--- config.mk ---
export PLATFORM = sky130hd
export DESIGN_NAME = raster_engine
export DESIGN_NICKNAME = d
export VERILOG_FILES = /design/src/rtl/raster_engine.sv
export SDC_FILE = /design/constraint.sdc
export NUM_CORES = 1
export LEC_CHECK = 0
export ABC_AREA = 1
export CELL_PAD_IN_SITES_DETAIL_PLACEMENT = 2
export CELL_PAD_IN_SITES_GLOBAL_PLACEMENT = 2
export CORE_AREA = 2 2 217 219
export CTS_CLUSTER_SIZE = 24
export DETAILED_ROUTE_END_ITERATION = 8
export DIE_AREA = 0 0 219 221
export PLACE_DENSITY_LB_ADDON = 0.1
export RECOVER_POWER = 25
export SLEW_MARGIN = 20
export SYNTH_ARGS = -nofsm -noshare
export SYNTH_HDL_FRONTEND = slang
export SYNTH_SLANG_ARGS = --single-unit
--- constraint.sdc ---
create_clock -name clk -period 10.3 [get_ports clk]
set_input_delay 3.09 -clock clk [delete_from_list [all_inputs] [get_ports clk]]
set_output_delay 3.09 -clock clk [all_outputs]
set_load 0.01 [all_outputs]
--- src/rtl/raster_engine.sv ---
// rtl/raster_engine.sv - raster command responder: POINT/LINE/RECT/FILL to framebuffer writes
package common;
    typedef enum logic [2:0] {
        CMD_POINT = 3'd1,
        CMD_LINE  = 3'd2,
        CMD_RECT  = 3'd3,
        CMD_FILL  = 3'd4
    } raster_command_t;
endpackage

module raster_engine
    import common::*;
#(
    parameter int WIDTH  = 214,
    parameter int HEIGHT = 160,
    parameter int ADDR_W = 16
) (
    input  logic                  clk,
    input  logic                  rst_sync,
    input  raster_command_t       gpu_command,
    input  logic [7:0]            gpu_x0,
    input  logic [7:0]            gpu_y0,
    input  logic [7:0]            gpu_x1,
    input  logic [7:0]            gpu_y1,
    input  logic [2:0]            gpu_colour,
    input  logic                  gpu_execute_request,
    output logic                  gpu_busy,
    output logic [ADDR_W-1:0]     fb_addr,
    output logic [2:0]            fb_colour,
    output logic                  fb_write_en
);

    typedef enum logic [2:0] {S_IDLE, S_POINT, S_LINE, S_RECT, S_FILL} state_t;

    localparam logic [ADDR_W-1:0] FILL_LAST = ADDR_W'(WIDTH * HEIGHT - 1);

    state_t             state;
    logic [7:0]         cx, cy;
    logic [7:0]         ex, ey;
    logic [7:0]         xl, xh, yh;
    logic               sx_neg, sy_neg;
    logic signed [11:0] dx, dy, err;
    logic [ADDR_W-1:0]  fill_cnt;

    logic [7:0]         rq_dx, rq_dy, rq_xl, rq_xh, rq_yl, rq_yh;
    logic signed [11:0] e2, ln_err;
    logic [7:0]         ln_x, ln_y, rc_x, rc_y;

    function automatic logic [ADDR_W-1:0] pix_addr(input logic [7:0] x, input logic [7:0] y);
        return ADDR_W'(y) * ADDR_W'(WIDTH) + ADDR_W'(x);
    endfunction

    function automatic logic in_view(input logic [7:0] x, input logic [7:0] y);
        return (int'(x) < WIDTH) && (int'(y) < HEIGHT);
    endfunction

    always_comb begin
        rq_dx = (gpu_x1 >= gpu_x0) ? gpu_x1 - gpu_x0 : gpu_x0 - gpu_x1;
        rq_dy = (gpu_y1 >= gpu_y0) ? gpu_y1 - gpu_y0 : gpu_y0 - gpu_y1;
        rq_xl = (gpu_x1 >= gpu_x0) ? gpu_x0 : gpu_x1;
        rq_xh = (gpu_x1 >= gpu_x0) ? gpu_x1 : gpu_x0;
        rq_yl = (gpu_y1 >= gpu_y0) ? gpu_y0 : gpu_y1;
        rq_yh = (gpu_y1 >= gpu_y0) ? gpu_y1 : gpu_y0;
    end

    // Bresenham step; both axis tests use the same e2 taken before either update
    always_comb begin
        e2     = err <<< 1;
        ln_err = err;
        ln_x   = cx;
        ln_y   = cy;
        if (e2 >= dy) begin
            ln_err = ln_err + dy;
            ln_x   = sx_neg ? cx - 8'd1 : cx + 8'd1;
        end
        if (e2 <= dx) begin
            ln_err = ln_err + dx;
            ln_y   = sy_neg ? cy - 8'd1 : cy + 8'd1;
        end
    end

    always_comb begin
        rc_x = cx + 8'd1;
        rc_y = cy;
        if (cx == xh) begin
            rc_x = xl;
            rc_y = cy + 8'd1;
        end
    end

    always_ff @(posedge clk) begin
        if (rst_sync) begin
            state       <= S_IDLE;
            gpu_busy    <= 1'b0;
            fb_write_en <= 1'b0;
            fb_addr     <= '0;
            fb_colour   <= '0;
        end else begin
            case (state)
                S_IDLE: begin
                    gpu_busy    <= 1'b0;
                    fb_write_en <= 1'b0;
                    if (gpu_execute_request) begin
                        gpu_busy  <= 1'b1;
                        fb_colour <= gpu_colour;
                        ex        <= gpu_x1;
                        ey        <= gpu_y1;
                        xl        <= rq_xl;
                        xh        <= rq_xh;
                        yh        <= rq_yh;
                        sx_neg    <= gpu_x1 < gpu_x0;
                        sy_neg    <= gpu_y1 < gpu_y0;
                        dx        <= 12'(rq_dx);
                        dy        <= -12'(rq_dy);
                        err       <= 12'(rq_dx) - 12'(rq_dy);
                        fill_cnt  <= '0;
                        case (gpu_command)
                            CMD_POINT, CMD_LINE: begin
                                cx          <= gpu_x0;
                                cy          <= gpu_y0;
                                fb_write_en <= in_view(gpu_x0, gpu_y0);
                                fb_addr     <= pix_addr(gpu_x0, gpu_y0);
                                state       <= (gpu_command == CMD_LINE) ? S_LINE : S_POINT;
                            end
                            CMD_RECT: begin
                                cx          <= rq_xl;
                                cy          <= rq_yl;
                                fb_write_en <= in_view(rq_xl, rq_yl);
                                fb_addr     <= pix_addr(rq_xl, rq_yl);
                                state       <= S_RECT;
                            end
                            CMD_FILL: begin
                                fb_write_en <= 1'b1;
                                fb_addr     <= '0;
                                state       <= S_FILL;
                            end
                            // Unknown command: a single silent busy cycle
                            default: state <= S_POINT;
                        endcase
                    end
                end
                S_POINT: begin
                    state       <= S_IDLE;
                    gpu_busy    <= 1'b0;
                    fb_write_en <= 1'b0;
                end
                S_LINE: begin
                    if (cx == ex && cy == ey) begin
                        state       <= S_IDLE;
                        gpu_busy    <= 1'b0;
                        fb_write_en <= 1'b0;
                    end else begin
                        cx          <= ln_x;
                        cy          <= ln_y;
                        err         <= ln_err;
                        fb_write_en <= in_view(ln_x, ln_y);
                        fb_addr     <= pix_addr(ln_x, ln_y);
                    end
                end
                S_RECT: begin
                    if (cx == xh && cy == yh) begin
                        state       <= S_IDLE;
                        gpu_busy    <= 1'b0;
                        fb_write_en <= 1'b0;
                    end else begin
                        cx          <= rc_x;
                        cy          <= rc_y;
                        fb_write_en <= in_view(rc_x, rc_y);
                        fb_addr     <= pix_addr(rc_x, rc_y);
                    end
                end
                S_FILL: begin
                    if (fill_cnt == FILL_LAST) begin
                        state       <= S_IDLE;
                        gpu_busy    <= 1'b0;
                        fb_write_en <= 1'b0;
                    end else begin
                        fill_cnt    <= fill_cnt + 1'b1;
                        fb_addr     <= fill_cnt + 1'b1;
                        fb_write_en <= 1'b1;
                    end
                end
                default: begin
                    state       <= S_IDLE;
                    gpu_busy    <= 1'b0;
                    fb_write_en <= 1'b0;
                end
            endcase
        end
    end

endmodule
Yosys cells after proc, flatten, opt, wreduce, memory -nomap -nowiden
Index checks and enable logic that the tools add are counted.
Widths: inputs -> output; s select.
{"block": "totals", "inputBits": 41, "ff_bits": 130}
{"block": "op_classes", "magnitude_cmp": 14, "addsub": 17, "n_mux": 53, "n_eq_ne": 21, "n_mul": 4, "n_reduce_logical": 20, "n_bitwise": 1}
{"op": "$mux 8", "n": 18}
{"op": "$mux 16", "n": 5}
{"op": "$add 16x8->16", "n": 4}
{"op": "$lt 8x8->1 const B", "n": 8}
{"op": "$pmux 16 s4", "n": 1}
{"op": "$mul 8x7->15 const B", "n": 4}
{"op": "$mux 12", "n": 4}
{"op": "$pmux 16 s3", "n": 1}
{"op": "$pmux 8 s3", "n": 2}
{"op": "$eq 8x8->1", "n": 4}
{"op": "$pmux 16 s2", "n": 1}
{"op": "$pmux 8 s2", "n": 2}
{"op": "$sub 8x8->8", "n": 4}
{"op": "$pmux 12 s2", "n": 1}
{"op": "$add 16x1->16 const B", "n": 1}
{"op": "$add 8x1->8 const B", "n": 2}
{"op": "$eq 16x16->1 const B", "n": 1}
{"op": "$ge 8x8->1", "n": 2}
{"op": "$lt 8x8->1", "n": 2}
{"op": "$sub 8x1->8 const B", "n": 2}
{"op": "$ne 2x2->1 const B", "n": 7}
{"op": "$add 12x12->12", "n": 1}
{"op": "$add 12x9->12", "n": 1}
{"op": "$eq 3x2->1 const B", "n": 4}
{"op": "other kinds (26)", "n": 48}

Logic depth before layout (Yosys ltp)
Gate-level depths: netlist (run 1).
{"block": "logic_depth", "word_depth": 7, "mapped_depth": 39, "depth_no_buf": 37}

Least setup slack after synthesis (run 1)
No wires, ideal clock.
{"block": "synth_timing", "path_type": "input port to flip-flop", "start": "input port gpu_y0[6]", "end": "register fb_addr[14]", "n_path_buf": 2, "stages": 34, "t_arrival_ps": 8905, "required_time_ps": 10191, "setup_slack_ps": 1286, "cell_sequence": "inv_1 > ha_1 > inv_2 > nor3_1 > a211oi_2 > nand3_2 > buf_6 > clkbuf_1 > o21ai_0 > ha_1 > ha_1 > ha_1 > inv_1 > fa_1 > inv_1 > ha_1 > nand2_1 > nor2_1 > a211oi_1 > xor2_1 > ha_1 > nand4_1 > o221ai_1 > nand2_1 > nor3_1 > nand2_1 > nor2_1 > nand2_1 > o21ai_0 > nand2_1 > a21oi_1 > nand3_1 > nand2_1 > inv_1"}
{"block": "synth_via", "elab_chain_cells": 7, "elab_cells_between_ends": 9, "cone_classes": "add/sub (2); mul (2); order compare (1); mux (4)"}
{"item": "from (decl)", "line": "22", "text": "input logic [7:0] gpu_y0,"}
{"item": "$ge 8x8->1", "line": "62", "text": "rq_yl = (gpu_y1 >= gpu_y0) ? gpu_y0 : gpu_y1;"}
{"item": "$mux 8", "line": "62"}
{"item": "$mul 8x7->15", "line": "50", "text": "return ADDR_W'(y) * ADDR_W'(WIDTH) + ADDR_W'(x);"}
{"item": "$add 16x8->16", "line": "50"}
{"item": "$pmux 16 s3 *", "line": "117", "text": "case (gpu_command)"}
{"item": "$mux 16 *", "line": "103", "text": "if (gpu_execute_request) begin"}
{"item": "$pmux 16 s4 *", "line": "99", "text": "case (state)"}
{"item": "to (signal assigned)", "line": "122", "text": "fb_addr <= pix_addr(gpu_x0, gpu_y0);"}
{"item": "to (signal assigned)", "line": "129", "text": "fb_addr <= pix_addr(rq_xl, rq_yl);"}
{"item": "to (signal assigned)", "line": "157", "text": "fb_addr <= pix_addr(ln_x, ln_y);"}
{"item": "to (decl)", "line": "28", "text": "output logic [ADDR_W-1:0] fb_addr,"}
Every way passes the cells marked *; elsewhere a longest branch is shown, timed or not. The select of a mux whose other input is x is not followed.
A chain may end at the register's enable or synchronous reset.

Worst setup path after layout (run 1)
{"block": "layout_timing", "start": "input port gpu_y0[0]", "end": "register fb_addr[14]"}
The elaborated chain is that of the path after synthesis.

==> reports/qor.txt, run 1 <==
Outcome -> completed
Setup TNS -> 0 ps
Post-synthesis cell count -> 2272
Vias per cell -> 5.40
Final Cycle Share -> 94.4%
Yosys warnings -> 0
Initial drt markers -> 653
Clock Pin Slew Worst Setup and Hold Paths -> 70 ps
CP Launch Type -> primary input
Post-Syn Nets -> 2656
Initial antenna violation count -> 2
Max Cap Viol -> 0
RSZ-0062 raised after global routing -> no
CP top delay family -> adder cells
Final Setup Violations -> 0
Leak Pwr -> 9.41 nW
Die height -> 221 um
Syn_area_per_cell -> 7.59 sq um
Clk Latency, worst-skew pair -> 460 ps
Worst endpoint required time -> 10650 ps
Worst path bufs/invs -> 6
DP Wirelength -> 54.2 mm
Most common cell after layout, fill and taps aside -> nand2_1
Worst R2R Path Depth -> 31
Via count -> 16.0k
I/O pins -> 62
Minimum clock period -> 9720 ps
EDFF count, synth -> 105
Sequential element share of the synthesized area -> 21.1%
Register bit total from synthesis -> 129
Synth cell types -> 71
CTS tree -> built
CP Max Fanout -> 16
Drt pass-1 iters -> 5
Worst Tran Pin Value -> 1230 ps
DIE WIDTH -> 219 um
Area Overhead vs Synth -> 12.1%
Clock sinks -> 129
Max Slew Vio Count -> 0
GPL Wtd Cong -> 0.874
Core ar. -> 46100 sq um
# rows -> 79
First-pass GRT wire length -> 102 mm
Power Dens Cells -> 292 nW/um^2
Overall Power -> 0.00564 W
All-Layer GR Usage -> 27.4%
Nets -> 2727
Hold endpoint -> gpu_busy
IO buf count -> 61
Post-route ant nets -> 0
Proportion of layout cells with a drive suffix above 1 -> 5.90%
Initial Util -> 37.5%
Final worst slack -> 581 ps
Number of global-route vias before repair -> 18.2k
Most frequent cells in the layout -> 405 x nand2_1, 401 x inv_1, 286 x ha_1
Crit. End Element -> flip-flop
Slew headroom -> 18.3%
CP peak stage delay -> 550 ps
H-tree lvl count -> 4
Cell area after synthesis -> 17300 sq um
R2R Setup Slk -> 3150 ps
DRC errors left -> 0
Asr flop ratio synth -> 0%
Root Buffer -> clkbuf_16
Number of setup buffers added after CTS -> 0
CTS max path bufs -> 2
WP data arrival -> 10070 ps
Hold/Removal Path Class -> reg2reg
Hold path start -> gpu_busy
Routed wire length -> 64.8 mm
Overflow left after global routing -> 0
Fmax -> 103 MHz
Top_reg_cell synth -> edfxtp_1
Clk_skew -> 13.0 ps
Drt wl/cell -> 21.9 um
RR Startpoint -> cx[0]
Place WS -> 145 ps
Die area -> 48400 sq um
Worst reg2reg path endpoint -> fb_addr[12]
Crit path max-delay cell type -> a211oi_1
Cts bufs inserted -> 17
Worst VDD drop -> 0.420 mV
Crit Path Class -> in2reg
Largest net degree at the start of global routing -> 63
Final Hold Viols -> 0
Hold path cells -> 2
[cells by family (layout without fill, tap and decap cells)]
logic type | count (synthesis) | in the layout | share of synthesized area [%]
compound gates | 431 | 431 | 14.4
flops | 129 | 129 | 21.1
simple gates | 778 | 778 | 19.9
buf+inv | 455 | 539 | 10.1
mux | 2 | 2 | 0.138
fa+ha+maj | 343 | 343 | 27.4
other cells | 0 | 2 | 0
xor+xnor | 134 | 134 | 7.04
[routing by layer]
metal  vias up  wire, um  global-route usage (%)
met5         -        11                       0
met4         2      2150                    9.76
met3        95      1980                    3.44
met2       230     31800                    48.3
met1      7999     28900                    34.1
li1       7679         -                       -
[report_power, final]
group,internal [W],switching (W)
Combinational,0.00146,0.00279
Sequential,0.000645,0.0000566
Clock,0.000409,0.000276
Total,0.00252,0.00313
[worst max path at each step]
stage                          from           to  slack, ps  cells after the start
final                     gpu_y0[0]  fb_addr[14]        580                     32
after global routing      gpu_y0[0]  fb_addr[14]         90                     32
after CTS                 gpu_y0[5]  fb_addr[14]        540                     31
after detailed placement  gpu_y0[5]  fb_addr[14]        150                     31
after global placement    gpu_y0[5]  fb_addr[14]        480                     31
after floorplan           gpu_y0[6]  fb_addr[14]       1290                     34
[sequential cells by signal (all words and copies together) (netlist names), 11 cells and up]
name and count:
fill_cnt 16, fb_addr 16, err 11, dy 12
[final cells by class]
cell class,instances,area (sq um)
Antenna cell,2,5.00
Clock buffer,18,429
Clock inverter,14,203
Fill cell,5428,26700
Inverter,407,1530
Multi-Input combinational cell,1688,11900
Sequential cell,129,3630
Tap cell,607,759
Timing Repair Buffer,100,888
[worst reg2reg max path: cells and delay by family, from the launching register on]
family	cells	cell delay [ps]
AO/OA/AOI/OAI	3	1290
flip-flops	1	510
XOR/XNOR	1	220
AND/OR/NAND/NOR	14	1810
adder cells (fa/ha/maj)	5	2240
buffers and inverters	8	990
[timing repair]
| action | CTS | global route |
|---|---|---|
| endpoints found under the setup margin | 0 | 1 |
| hold buffers | 0 | 0 |
| resized for setup | 0 | 1 |
| endpoints found under the hold margin | 0 | 0 |
[synth_stat cells (7+ instances only)]
library cell  count  area [sq um]
o21bai_1         13          97.6
nor4_1            9          56.3
edfxtp_1        105          3150
a21oi_1         152           761
fa_1             57          1140
clkbuf_1         32           120
nand2_2          16           100
xnor2_1          32           280
o211ai_1         18           135
a31oi_1          13          81.3
nand2_1         405          1520
o21ai_1          12          60.1
nor3_1           27           135
xor2_1           98           858
nand4_1          20           125
ha_1            286          3580
nor2_1          156           586
buf_2            10          50.1
o21ai_0         158           791
a21o_1            7          52.6
inv_1           401          1510
o221ai_1         10          87.6
nand3_1          87           435
or2_2            14          87.6
dfxtp_1          24           480
[metrics by stage]
step                      instance area [sq um]  util, %  cells  hold WS (ps)
after floorplan                           17300        -   2272           483
after global placement                    18700     40.7   2931           459
after detailed placement                  18700     40.7   2931           465
after CTS                                 19400     42.0   2963           479
after global routing                      19300     42.0   2963           498
final                                     19300     42.0   2965           474
No activity file was read; power rests on OpenSTA's default activity.
==> run 2, diff against run 1 <==
--- a/config.mk
+++ b/config.mk
@@ -12,9 +12,9 @@
 export CTS_CLUSTER_SIZE = 24
 export DETAILED_ROUTE_END_ITERATION = 8
 export DIE_AREA = 0 0 219 221
-export PLACE_DENSITY_LB_ADDON = 0.1
+export PLACE_DENSITY = 0.88
 export RECOVER_POWER = 25
-export SLEW_MARGIN = 20
+export SLEW_MARGIN = 15
 export SYNTH_ARGS = -nofsm -noshare
 export SYNTH_HDL_FRONTEND = slang
 export SYNTH_SLANG_ARGS = --single-unit
==> run 2 against run 1 <==
Via count increased by 4.9%. Sequential power increased by 0.7%. Clock skew increased by 1.1 ps. Die area unchanged. Total power increased by 2.2%. Fmax increased by 0.43%. Worst setup slack improved by 41 ps. Global-route usage increased by 2.7 points. Largest power group unchanged. Sequential cell count unchanged. Non-clock buffer count decreased by 3. Clock-buffer cell count unchanged.
==> reports/qor.txt, run 2 (same netlist as run 1, synthesis figures left out) <==
Outcome -> completed
Hold path cells -> 2
Root Buffer -> clkbuf_16
M1 GR Usage -> 35.5%
DRC errors left -> 0
GPL Wtd Cong -> 0.921
GRT met3 Usage -> 3.90%
R2R Setup Slk -> 2160 ps
Slew headroom -> 9.40%
Power Dens Cells -> 299 nW/um^2
CTS hold repair buffers -> 0
Worst path bufs/invs -> 11
IO buf count -> 61
WP data arrival -> 10040 ps
DIE WIDTH -> 219 um
CP Max Fanout -> 29
Crit. End Element -> flip-flop
Worst R2R Path Depth -> 30
Core ar. -> 46100 sq um
Final Setup Violations -> 0
Gr busiest metal -> met2
Initial drt markers -> 1034
I/O pins -> 62
Overflow left after global routing -> 0
Register area -> 3630 sq um
CP top delay family -> adder cells
Vias per cell -> 5.67
CTS resizes -> 0
RR Startpoint -> cx[0]
Worst VDD drop -> 0.361 mV
Post-Layout Cell Count -> 2961
Max Slew Vio Count -> 0
WP depth -> 36
Via count -> 16.8k
Number of global-route vias before repair -> 19.3k
CTS tree -> built
Routed wire length -> 71.7 mm
Leak Pwr -> 9.38 nW
Cts bufs inserted -> 17
CP Launch Type -> primary input
Final Hold Viols -> 0
Minimum clock period -> 9680 ps
Proportion of layout cells with a drive suffix above 1 -> 5.82%
Hold/Removal Path Class -> reg2reg
Clock Pin Slew Worst Setup and Hold Paths -> 60 ps
Area of the multi-input gates -> 11900 sq um
Initial Util -> 37.5%
Area Overhead vs Synth -> 11.7%
DP Wirelength -> 56.2 mm
# rows -> 79
First-pass GRT wire length -> 112 mm
Setup TNS -> 0 ps
Cell total after placement -> 2928
Nets -> 2724
Die area -> 48400 sq um
Clk Latency, worst-skew pair -> 480 ps
Top Registers -> fb_addr x16, fill_cnt x16, dy x12
Most frequent cells in the layout -> 405 x nand2_1, 401 x inv_1, 286 x ha_1
CTS max path bufs -> 2
Drt wl/cell -> 24.2 um
Max Cap Viol -> 0
Met2 GRT Util -> 54.5%
Worst reg2reg path endpoint -> fb_addr[12]
H-tree lvl count -> 4
Clk_skew -> 14.1 ps
Post-route ant nets -> 0
Crit path max-delay cell type -> fa_1
Final Cycle Share -> 94.0%
Clock sinks -> 129
RSZ-0062 raised after global routing -> no
Filler Cells Inserted -> 5409
Crit Path Class -> in2reg
CP peak stage delay -> 570 ps
Worst endpoint required time -> 10670 ps
Die height -> 221 um
Hold endpoint -> fb_addr[15]
Worst Tran Pin Value -> 1360 ps
Largest net degree at the start of global routing -> 63
Number of setup buffers added after CTS -> 0
All-Layer GR Usage -> 30.1%
Drt pass-1 iters -> 5
Hold path start -> fb_addr[15]
Most common cell after layout, fill and taps aside -> nand2_1
Fmax -> 103 MHz
Initial antenna violation count -> 1
run 2: through the flow:
step / utilization (%) / total power [W] / hold WS, ps / cell area (sq um) / setup slack (ps)
global placement: 40.6 / 0.00468 / 457 / 18700 / 519
detailed placement: 40.6 / 0.00503 / 471 / 18700 / 108
finish: 41.8 / 0.00577 / 493 / 19300 / 622
floorplan: - / 0.00376 / 483 / 17300 / 1290
CTS: 41.9 / 0.00574 / 499 / 19300 / 509
global route: 41.8 / 0.00633 / 530 / 19300 / 25.5
run 2: area by class of cell:
class / count / area share, %
inverter: 407 / 7.93
timing repair buffer: 97 / 4.53
clock buffer: 18 / 2.23
multi-input combinational: 1688 / 61.7
tap: 607 / 3.94
antenna: 1 / 0.0130
clock inverter: 14 / 0.779
sequential: 129 / 18.9
run 2: how the worst max path moves through the flow:
stage / slack, ps / endpoint / from
2_1_floorplan: 1290 / fb_addr[14] / gpu_y0[6]
3_3_place_gp: 520 / fb_addr[14] / gpu_y0[5]
5_1_grt: 30 / fb_addr[14] / gpu_y1[0]
4_1_cts: 510 / fb_addr[14] / gpu_y1[0]
6_report: 620 / fb_addr[14] / gpu_y1[0]
3_5_place_dp: 110 / fb_addr[14] / gpu_y1[0]
run 2: worst reg2reg max path, delay by kind of cell (launching register included):
family | cells | cell delay, ps
fa+ha+maj | 5 | 2280
flops | 1 | 600
compound gates | 3 | 1620
xor+xnor | 1 | 200
simple gates | 14 | 2320
buf+inv | 7 | 990
run 2: per-layer routing:
layer	part of all wire (%)	vias up
met5	0	-
met4	3.8	0
met3	4.1	170
met2	51	427
met1	41	8519
li1	-	7674
run 2: where the power goes:
part	leakage, nW	internal [W]	switching, W
combinational	7.93	0.00148	0.00293
sequential	1.17	0.000645	0.0000622
clock	0.280	0.000359	0.000288
total	9.38	0.00248	0.00328
==> run 3, diff against run 2 <==
--- a/config.mk
+++ b/config.mk
@@ -8,12 +8,13 @@
 export ABC_AREA = 1
 export CELL_PAD_IN_SITES_DETAIL_PLACEMENT = 2
 export CELL_PAD_IN_SITES_GLOBAL_PLACEMENT = 2
-export CORE_AREA = 2 2 217 219
+export CORE_AREA = 2 2 243 245
 export CTS_CLUSTER_SIZE = 24
 export DETAILED_ROUTE_END_ITERATION = 8
-export DIE_AREA = 0 0 219 221
-export PLACE_DENSITY = 0.88
+export DIE_AREA = 0 0 245 247
+export PLACE_DENSITY = 0.73
 export RECOVER_POWER = 25
+export REMOVE_ABC_BUFFERS = 1
 export SLEW_MARGIN = 15
 export SYNTH_ARGS = -nofsm -noshare
 export SYNTH_HDL_FRONTEND = slang
==> run 3 against run 2 <==
Hold slack got worse by 30 ps. Non-clock buffer count increased by 6. Total power decreased by 1.8%. Critical path type unchanged. Fmax grew 0.97%.
==> reports/qor.txt, run 3 (same netlist as run 1, synthesis figures left out) <==
Hold path cells -> 2
CTS resizes -> 0
Initial drt markers -> 754
Max Cap Viol -> 0
Worst R2R Path Depth -> 30
Most common cell after layout, fill and taps aside -> nand2_1
Core ar. -> 58200 sq um
Overflow left after global routing -> 0
Hold endpoint -> fb_addr[9]
N_diodes -> 0
GPL Wtd Cong -> 0.899
Core Util, Final -> 33.7%
Nets -> 2730
R2R Setup Slk -> 2880 ps
Hold slack final -> 463 ps
CTS max path bufs -> 2
Crit. End Element -> flip-flop
RR Startpoint -> cx[0]
CTS tree -> built
Final Hold Viols -> 0
CP peak stage delay -> 540 ps
Worst Tran Pin Value -> 1030 ps
GRT met3 Usage -> 2.17%
Clock power share -> 12.6%
DP Wirelength -> 54.0 mm
Flop pwr share -> 12.3%
DRC errors left -> 0
WP data arrival -> 9930 ps
Cell total after placement -> 3100
Post-Layout Cell Count -> 3132
IO buf count -> 61
Area Overhead vs Synth -> 13.6%
Gr busiest metal -> met2
Met2 GRT Util -> 39.4%
Root Buffer -> clkbuf_16
Net Sw Power -> 0.00309 W
Slew headroom -> 31.3%
Post-route ant nets -> 0
Largest net degree at the start of global routing -> 63
Proportion of layout cells with a drive suffix above 1 -> 6.02%
Final Cycle Share -> 93.1%
H-tree lvl count -> 4
Power Dens Cells -> 289 nW/um^2
Internal -> 0.00257 W
Crit Path Class -> in2reg
Minimum clock period -> 9580 ps
First-pass GRT wire length -> 101 mm
Outcome -> completed
Number of global-route vias before repair -> 17.8k
CTS hold repair buffers -> 0
Max Slew Vio Count -> 0
Drt pass-1 iters -> 5
Initial antenna violation count -> 1
Die area -> 60500 sq um
Top Registers -> fb_addr x16, fill_cnt x16, dy x12
Initial Util -> 29.6%
Hold/Removal Path Class -> reg2reg
I/O pins -> 62
Switching portion of total power -> 54.6%
Fmax -> 104 MHz
All-Layer GR Usage -> 21.8%
Crit path max-delay cell type -> clkdlybuf4s50_1
Overall Power -> 0.00566 W
Hold path start -> fb_addr[9]
Worst reg2reg path endpoint -> fb_addr[12]
Cts bufs inserted -> 17
CP Launch Type -> primary input
CP Max Fanout -> 17
Setup TNS -> 0 ps
Routed wire length -> 63.9 mm
Via count -> 15.9k
Worst endpoint required time -> 10640 ps
M1 GR Usage -> 27.6%
Clk_skew -> 17.9 ps
Vias per cell -> 5.07
Number of setup buffers added after CTS -> 0
Drt wl/cell -> 20.4 um
RSZ-0062 raised after global routing -> no
Clock Pin Slew Worst Setup and Hold Paths -> 50 ps
DIE WIDTH -> 245 um
# rows -> 89
Die height -> 247 um
Clk Latency, worst-skew pair -> 460 ps
Worst VDD drop -> 0.181 mV
Leak Pwr -> 9.45 nW
Combinational share of power -> 75.0%
Final Setup Violations -> 0
Clock sinks -> 129
Most frequent cells in the layout -> 405 x nand2_1, 401 x inv_1, 286 x ha_1
-- run 3: layout make-up --
class / count / area, sq um
flip-flops and latches: 129 / 3630
multi-input cells: 1688 / 11900
well taps: 773 / 967
clock buffers: 20 / 437
inverters: 407 / 1530
clock inverters: 12 / 229
repair buffers: 103 / 918
fillers: 6810 / 38600
-- run 3: stage by stage --
stage / instance area (sq um) / setup slack [ps]
after floorplan: 17000 / 1110
after global placement: 19000 / 582
after detailed placement: 19000 / 291
after CTS: 19600 / 715
after global routing: 19600 / 77.4
final: 19600 / 715
-- run 3: how the worst max path moves through the flow --
stage / startpoint / endpoint / slack [ps] / depth (start not counted)
finish: gpu_y1[0] / fb_addr[14] / 720 / 36
global route: gpu_y1[0] / fb_addr[14] / 80 / 36
CTS: gpu_y1[0] / fb_addr[14] / 720 / 36
detailed placement: gpu_y1[0] / fb_addr[14] / 290 / 36
global placement: gpu_y1[0] / fb_addr[14] / 580 / 36
floorplan: gpu_y0[6] / fb_addr[14] / 1110 / 32
-- run 3: worst max-delay path, delay by kind of cell --
family	cells	cell delay, ps
fa+ha+maj	8	2880
compound gates	5	760
xor+xnor	1	160
buf+inv	10	1520
simple gates	12	1490
-- run 3: routing by layer --
layer | part of all wire, % | vias up | routed length, um
met1 | 45 | 7940 | 29100
met4 | 2.1 | 0 | 1320
li1 | - | 7676 | -
met2 | 50 | 203 | 31800
met5 | 0 | - | 0
met3 | 2.6 | 62 | 1670
-- run 3: power groups by stage --
stage	Sequential, W	Clock [W]	Combinational [W]
floorplan	0.000697	0	0.00305
global placement	0.000708	0	0.00404
detailed placement	0.000711	0	0.00426
CTS	0.000700	0.000726	0.00429
global route	0.000707	0.000741	0.00489
finish	0.000699	0.000716	0.00425
